--- src/rtl/os_drain_ctrl.sv ---
// -----------------------------------------------------------------------------
// os_drain_ctrl
// Output drain controller for one column of output-stationary PEs.
// A drain issues a single load_en pulse (PEs copy acc_reg into their shift
// registers), then one shift_en per word captured from the chain tail. Words
// are queued in a small FIFO and handed downstream over valid/ready. When the
// consumer back-pressures and the FIFO fills, the chain is stalled (shift_en
// held low) rather than data being dropped.
//
// Optional feature macro: OS_DRAIN_SAT_FLAG_EN
//   defined   : each entry stores a saturation flag (word == all ones),
//               driven on out_sat.
//   undefined : no flag storage, out_sat tied 0.
//
// Ports
//   clk          clock
//   rst_n        synchronous active-low reset
//   drain_req    start a drain (sampled only in IDLE)
//   drain_busy   high from LOAD through the last capture
//   load_en      one-cycle broadcast: acc_reg -> shift register
//   shift_en     broadcast: advance chain one position (== capture)
//   chain_dat_in tail PE shift_dat_out
//   out_valid    FIFO non-empty
//   out_ready    consumer accept
//   out_dat      FIFO head data
//   out_idx      PE row index of out_dat
//   out_last     head word is row 0 (final word of its drain)
//   out_sat      head word saturated (0 when feature disabled)
// -----------------------------------------------------------------------------
module os_drain_ctrl #(
    parameter int ACC_WIDTH  = 24,
    parameter int ROWS       = 4,
    parameter int FIFO_DEPTH = 4
) (
    input  logic                     clk,
    input  logic                     rst_n,
    input  logic                     drain_req,
    output logic                     drain_busy,
    output logic                     load_en,
    output logic                     shift_en,
    input  logic [ACC_WIDTH-1:0]     chain_dat_in,
    output logic                     out_valid,
    input  logic                     out_ready,
    output logic [ACC_WIDTH-1:0]     out_dat,
    output logic [$clog2(ROWS)-1:0]  out_idx,
    output logic                     out_last,
    output logic                     out_sat
);

    localparam int IDX_W = $clog2(ROWS);
    localparam int PTR_W = $clog2(FIFO_DEPTH);
    localparam int CNT_W = PTR_W + 1;

    localparam logic [IDX_W-1:0] LAST_CNT = IDX_W'(ROWS - 1);
    localparam logic [CNT_W-1:0] FULL_CNT = CNT_W'(FIFO_DEPTH);

    typedef enum logic [1:0] {
        ST_IDLE  = 2'd0,
        ST_LOAD  = 2'd1,
        ST_SHIFT = 2'd2
    } state_t;

    state_t               state_r;
    state_t               state_s;
    logic [IDX_W-1:0]     cap_cnt_r;
    logic [PTR_W-1:0]     wr_ptr_r;
    logic [PTR_W-1:0]     rd_ptr_r;
    logic [CNT_W-1:0]     count_r;

    logic [ACC_WIDTH-1:0] dat_mem_r  [FIFO_DEPTH];
    logic [IDX_W-1:0]     idx_mem_r  [FIFO_DEPTH];
    logic                 last_mem_r [FIFO_DEPTH];

    logic                 fifo_full_s;
    logic                 fifo_empty_s;
    logic                 capture_s;
    logic                 pop_s;
    logic                 cap_last_s;

    // Full is taken from the registered count: a pop in the same cycle does
    // not free a slot for a push until the next cycle.
    assign fifo_full_s  = (count_r == FULL_CNT);
    assign fifo_empty_s = (count_r == {CNT_W{1'b0}});
    assign capture_s    = (state_r == ST_SHIFT) && !fifo_full_s;
    assign pop_s        = !fifo_empty_s && out_ready;
    assign cap_last_s   = (cap_cnt_r == LAST_CNT);

    assign load_en    = (state_r == ST_LOAD);
    assign shift_en   = capture_s;
    assign drain_busy = (state_r != ST_IDLE);

    // Head of FIFO is read combinationally; entries are reset to zero so the
    // don't-care outputs are never X while the FIFO is empty.
    assign out_valid = !fifo_empty_s;
    assign out_dat   = dat_mem_r[rd_ptr_r];
    assign out_idx   = idx_mem_r[rd_ptr_r];
    assign out_last  = last_mem_r[rd_ptr_r];

`ifdef OS_DRAIN_SAT_FLAG_EN
    logic sat_mem_r [FIFO_DEPTH];
    logic sat_s;

    assign sat_s   = (chain_dat_in == {ACC_WIDTH{1'b1}});
    assign out_sat = sat_mem_r[rd_ptr_r];

    // Saturation flag storage, written alongside each captured word.
    always_ff @(posedge clk) begin
        if (!rst_n) begin
            for (int i = 0; i < FIFO_DEPTH; i++) begin
                sat_mem_r[i] <= 1'b0;
            end
        end else begin
            if (capture_s) begin
                sat_mem_r[wr_ptr_r] <= sat_s;
            end
        end
    end
`else
    assign out_sat = 1'b0;
`endif

    // Drain FSM next-state decode.
    always_comb begin
        state_s = state_r;
        case (state_r)
            ST_IDLE: begin
                if (drain_req) begin
                    state_s = ST_LOAD;
                end else begin
                    state_s = ST_IDLE;
                end
            end
            ST_LOAD: begin
                state_s = ST_SHIFT;
            end
            ST_SHIFT: begin
                if (capture_s && cap_last_s) begin
                    state_s = ST_IDLE;
                end else begin
                    state_s = ST_SHIFT;
                end
            end
            default: begin
                state_s = ST_IDLE;
            end
        endcase
    end

    // FSM state and capture counter registers.
    always_ff @(posedge clk) begin
        if (!rst_n) begin
            state_r   <= ST_IDLE;
            cap_cnt_r <= {IDX_W{1'b0}};
        end else begin
            state_r <= state_s;
            if (state_r == ST_LOAD) begin
                cap_cnt_r <= {IDX_W{1'b0}};
            end else if (capture_s) begin
                cap_cnt_r <= cap_last_s ? {IDX_W{1'b0}} : (cap_cnt_r + IDX_W'(1));
            end
        end
    end

    // Output FIFO: storage, wrapping pointers and occupancy count.
    always_ff @(posedge clk) begin
        if (!rst_n) begin
            wr_ptr_r <= {PTR_W{1'b0}};
            rd_ptr_r <= {PTR_W{1'b0}};
            count_r  <= {CNT_W{1'b0}};
            for (int i = 0; i < FIFO_DEPTH; i++) begin
                dat_mem_r[i]  <= {ACC_WIDTH{1'b0}};
                idx_mem_r[i]  <= {IDX_W{1'b0}};
                last_mem_r[i] <= 1'b0;
            end
        end else begin
            if (capture_s) begin
                // Chain tail holds row ROWS-1 first, so the row index counts down.
                dat_mem_r[wr_ptr_r]  <= chain_dat_in;
                idx_mem_r[wr_ptr_r]  <= LAST_CNT - cap_cnt_r;
                last_mem_r[wr_ptr_r] <= cap_last_s;
                wr_ptr_r             <= wr_ptr_r + PTR_W'(1);
            end
            if (pop_s) begin
                rd_ptr_r <= rd_ptr_r + PTR_W'(1);
            end
            case ({capture_s, pop_s})
                2'b10:   count_r <= count_r + CNT_W'(1);
                2'b01:   count_r <= count_r - CNT_W'(1);
                default: count_r <= count_r;
            endcase
        end
    end

endmodule

--- config.mk ---
export PLATFORM = sky130hd
export DESIGN_NAME = os_drain_ctrl
export DESIGN_NICKNAME = d
export VERILOG_FILES = /design/src/rtl/os_drain_ctrl.sv
export SDC_FILE = /design/constraint.sdc
export NUM_CORES = 1
export LEC_CHECK = 0
export CORE_ASPECT_RATIO = 0.9
export CORE_UTILIZATION = 60
export DETAILED_ROUTE_END_ITERATION = 12
export PLACE_DENSITY_LB_ADDON = 0.25
export SLEW_MARGIN = 25
export SYNTH_ARGS = -nofsm -noshare
export SYNTH_HDL_FRONTEND = slang
export SYNTH_SLANG_ARGS = --single-unit
--- constraint.sdc ---
create_clock -name clk -period 4.9 [get_ports clk]
set_input_delay 0.98 -clock clk [delete_from_list [all_inputs] [get_ports clk]]
set_output_delay 0.98 -clock clk [all_outputs]
set_load 0.01 [all_outputs]
==> flow_metrics.env <==
export IMPL_place_area_sq_um=5950
export IMPL_antenna_found_initial=0
export IMPL_yosysTopAreaCellShare_pct=59.3
export IMPL_path_clk_slew_ns=0.05
export IMPL_initial_core_util_pct=62.0
export IMPL_fin_skew_ns=0.00587
export IMPL_clock_latency_ns=0.51
export IMPL_synth_ff_type="edfxtp_1"
export IMPL_die_h_um=91.3
export IMPL_grt_overflow=0
export IMPL_synth_area_leaders="edfxtp_1 59%, mux4_2 11%, and3_1 8.7%"
export IMPL_ys_warn_count=0
export IMPL_rsz0062_at_grt="no"
export IMPL_io_pins=60
export IMPL_drc=0
export IMPL_grt_pass1_wl_um=16400
export IMPL_p_total_uw=2920
export IMPL_gp_congestion=0.737
export IMPL_via_per_inst=5.86
export IMPL_outcome="finished, final reports clean"
export IMPL_rows=32
export IMPL_power_density_nw_per_um2=447
export IMPL_critPathMaxFanout=19
export IMPL_fin_tns_setup_ns=0
export IMPL_ys_ff_latch=121
export IMPL_grt_pass1_vias=3368
export IMPL_synth_commonest_cells="105 x edfxtp_1, 74 x and3_1, 28 x and2_1"
export IMPL_firstDrtPassIters=5
export IMPL_first_iter_violations=187
export IMPL_stdcell_area_sq_um=6540
export IMPL_place_detailed_hpwl_um=5710
export IMPL_cts_hold_buffers_added=0
export IMPL_max_stage_delay_ns=0.95
export IMPL_path_cells="buf_4, mux4_2, clkdlybuf4s50_1"
export IMPL_syn2layout_area_growth_pct=23.1
export IMPL_cts_buffers=17
export IMPL_relSlewSlack_pct=35.4
export IMPL_antennaDiodeCount=0
export IMPL_hold_viol=0
export IMPL_drtAntennaViolNets=0
export IMPL_synth_edff_count=105
export IMPL_htreeDepth=4
export IMPL_synth_largest_area_cell="edfxtp_1"
export IMPL_min_path_type="flop to flop"
export IMPL_ir_drop_mv=0.493
export IMPL_fp_coreArea_sq_um=8570
export IMPL_crit_arrival_ns=2.62
export IMPL_p_leak_uw=0.00263
export IMPL_finalMaxSlewViolations=0
export IMPL_fmax_ghz=0.278
export IMPL_crit_required_ns=3.92
export IMPL_worstSetupPathType="flop to primary output"
export IMPL_crit_slowest_cell="dfxtp_1"
export IMPL_grt_max_degree=98
export IMPL_async_flop_share_pct=0
export IMPL_final_util_pct=76.4
export IMPL_yosys_cell_types_count=30
export IMPL_cts_tree="built"
export IMPL_die_area_sq_um=9240
export IMPL_cts_setup_buffers=0
export IMPL_drt_total_wl_um=10100
export IMPL_synth_most_common_cell="edfxtp_1"
export IMPL_synthCells=353
export IMPL_worst_pin_slew_ns=0.967
export IMPL_final_nets=438
export IMPL_grt_use_total_pct=24.4
export IMPL_syn_nets=384
export IMPL_io_buffers=58
export IMPL_ctsResizeCount=0
export IMPL_final_period_utilization_pct=73.4
export IMPL_dr_total_vias=3155
export IMPL_drv_cap=0
export IMPL_layout_drive_gt1_share_pct=15.3
export IMPL_syn_avg_cell_area_sq_um=15.1
export IMPL_wl_per_cell_um=18.8
export IMPL_die_w_um=101
export IMPL_cts_root_buffer="clkbuf_8"
export IMPL_syn_area_sq_um=5310
export IMPL_fin_crit_ns=3.60
export IMPL_cts_path_max_buffers=2
export IMPL_ys_seq_area_share_pct=65.4
export IMPL_setup_viol=0
export IMPL_endpoint_kind="primary output"
export IMPL_startpoint_type="flop"
export IMPL_clock_sinks=121
==> state kept, by name (all words and copies together), names as in the netlist, named ones only <==
signal and cells:
cap_cnt_r 2, count_r 3, dat_mem_r 96, idx_mem_r 8
last_mem_r 4, rd_ptr_r 2, state_r 2, wr_ptr_r 2
==> path summary, 6_finish.rpt <==
kind / start / to / slack [ns] / cells after the start
max: flop / out_dat[20] / 1.30 / 3
min: last_mem_r[1] / last_mem_r[1] / 0.48 / 2
max reg2reg: count_r[2] / count_r[2] / 2.46 / 8
min reg2reg: last_mem_r[1] / last_mem_r[1] / 0.48 / 2
==> power by group <==
part	switching, uW	internal [uW]
Combinational	170	272
Clock	409	808
Sequential	80.2	1180
==> layout by cell type (no fill, tap or decap), drive strengths merged, types with 2 or more instances in the layout <==
master,count
nand2b,2
or3,2
nor2,11
o21ai,4
and3,74
nand3,8
nand2,13
buf,6
mux4,27
dfxtp,16
clkbuf,18
nor2b,5
xnor2,3
edfxtp,105
mux2i,6
nand4,4
bufinv,4
and2,28
clkdlybuf4s50,58
inv,5
ha,2
clkinv,9
==> layer usage <==
| metal | vias up | share of wire [%] | GRT usage [%] |
|---|---|---|---|
| met3 | 13 | 6.8 | 6.77 |
| li1 | 1455 | - | - |
| met2 | 118 | 54 | 41.2 |
| met4 | 0 | 1.1 | 9.90 |
| met1 | 1569 | 38 | 29.7 |
| met5 | - | 0 | 0 |
==> per-stage QoR <==
| stage | std cells | hold WS, ns | setup WS (ns) |
|---|---|---|---|
| 6_report | 538 | 0.480 | 1.30 |
| 5_1_grt | 538 | 0.496 | 1.22 |
| 4_1_cts | 538 | 0.482 | 1.21 |
| 2_1_floorplan | 353 | 0.444 | 2.44 |
| 3_5_place_dp | 507 | 0.464 | 1.75 |
| 3_3_place_gp | 507 | 0.459 | 1.76 |
==> final cells by class <==
cell class	instances	area, sq um
clock buffers	18	418
clock inverters	13	159
fillers	555	2030
inverters	5	18.8
multi-input cells	198	1700
flip-flops and latches	121	3480
well taps	119	149
repair buffers	64	626
==> kinds of logic (layout without fill, tap and decap cells) <==
group                    after synthesis  count (layout)  synth area share (%)
adder cells (fa/ha/maj)                3               3                 0.848
flip-flops                           121             121                  65.4
buffers and inverters                 34             100                  3.25
other                                  1               1                0.0706
XOR/XNOR                               4               4                 0.659
multiplexers                          33              33                  12.6
AND/OR/NAND/NOR                      149             149                  16.3
AO/OA/AOI/OAI                          8               8                 0.966
==> worst max-delay path, delay by kind of cell (launching register included) <==
kind     cells  cell delay (ns)
flops        1             0.95
buf+inv      2             0.84
mux          1             0.31
(Power assumes the default switching activity.)
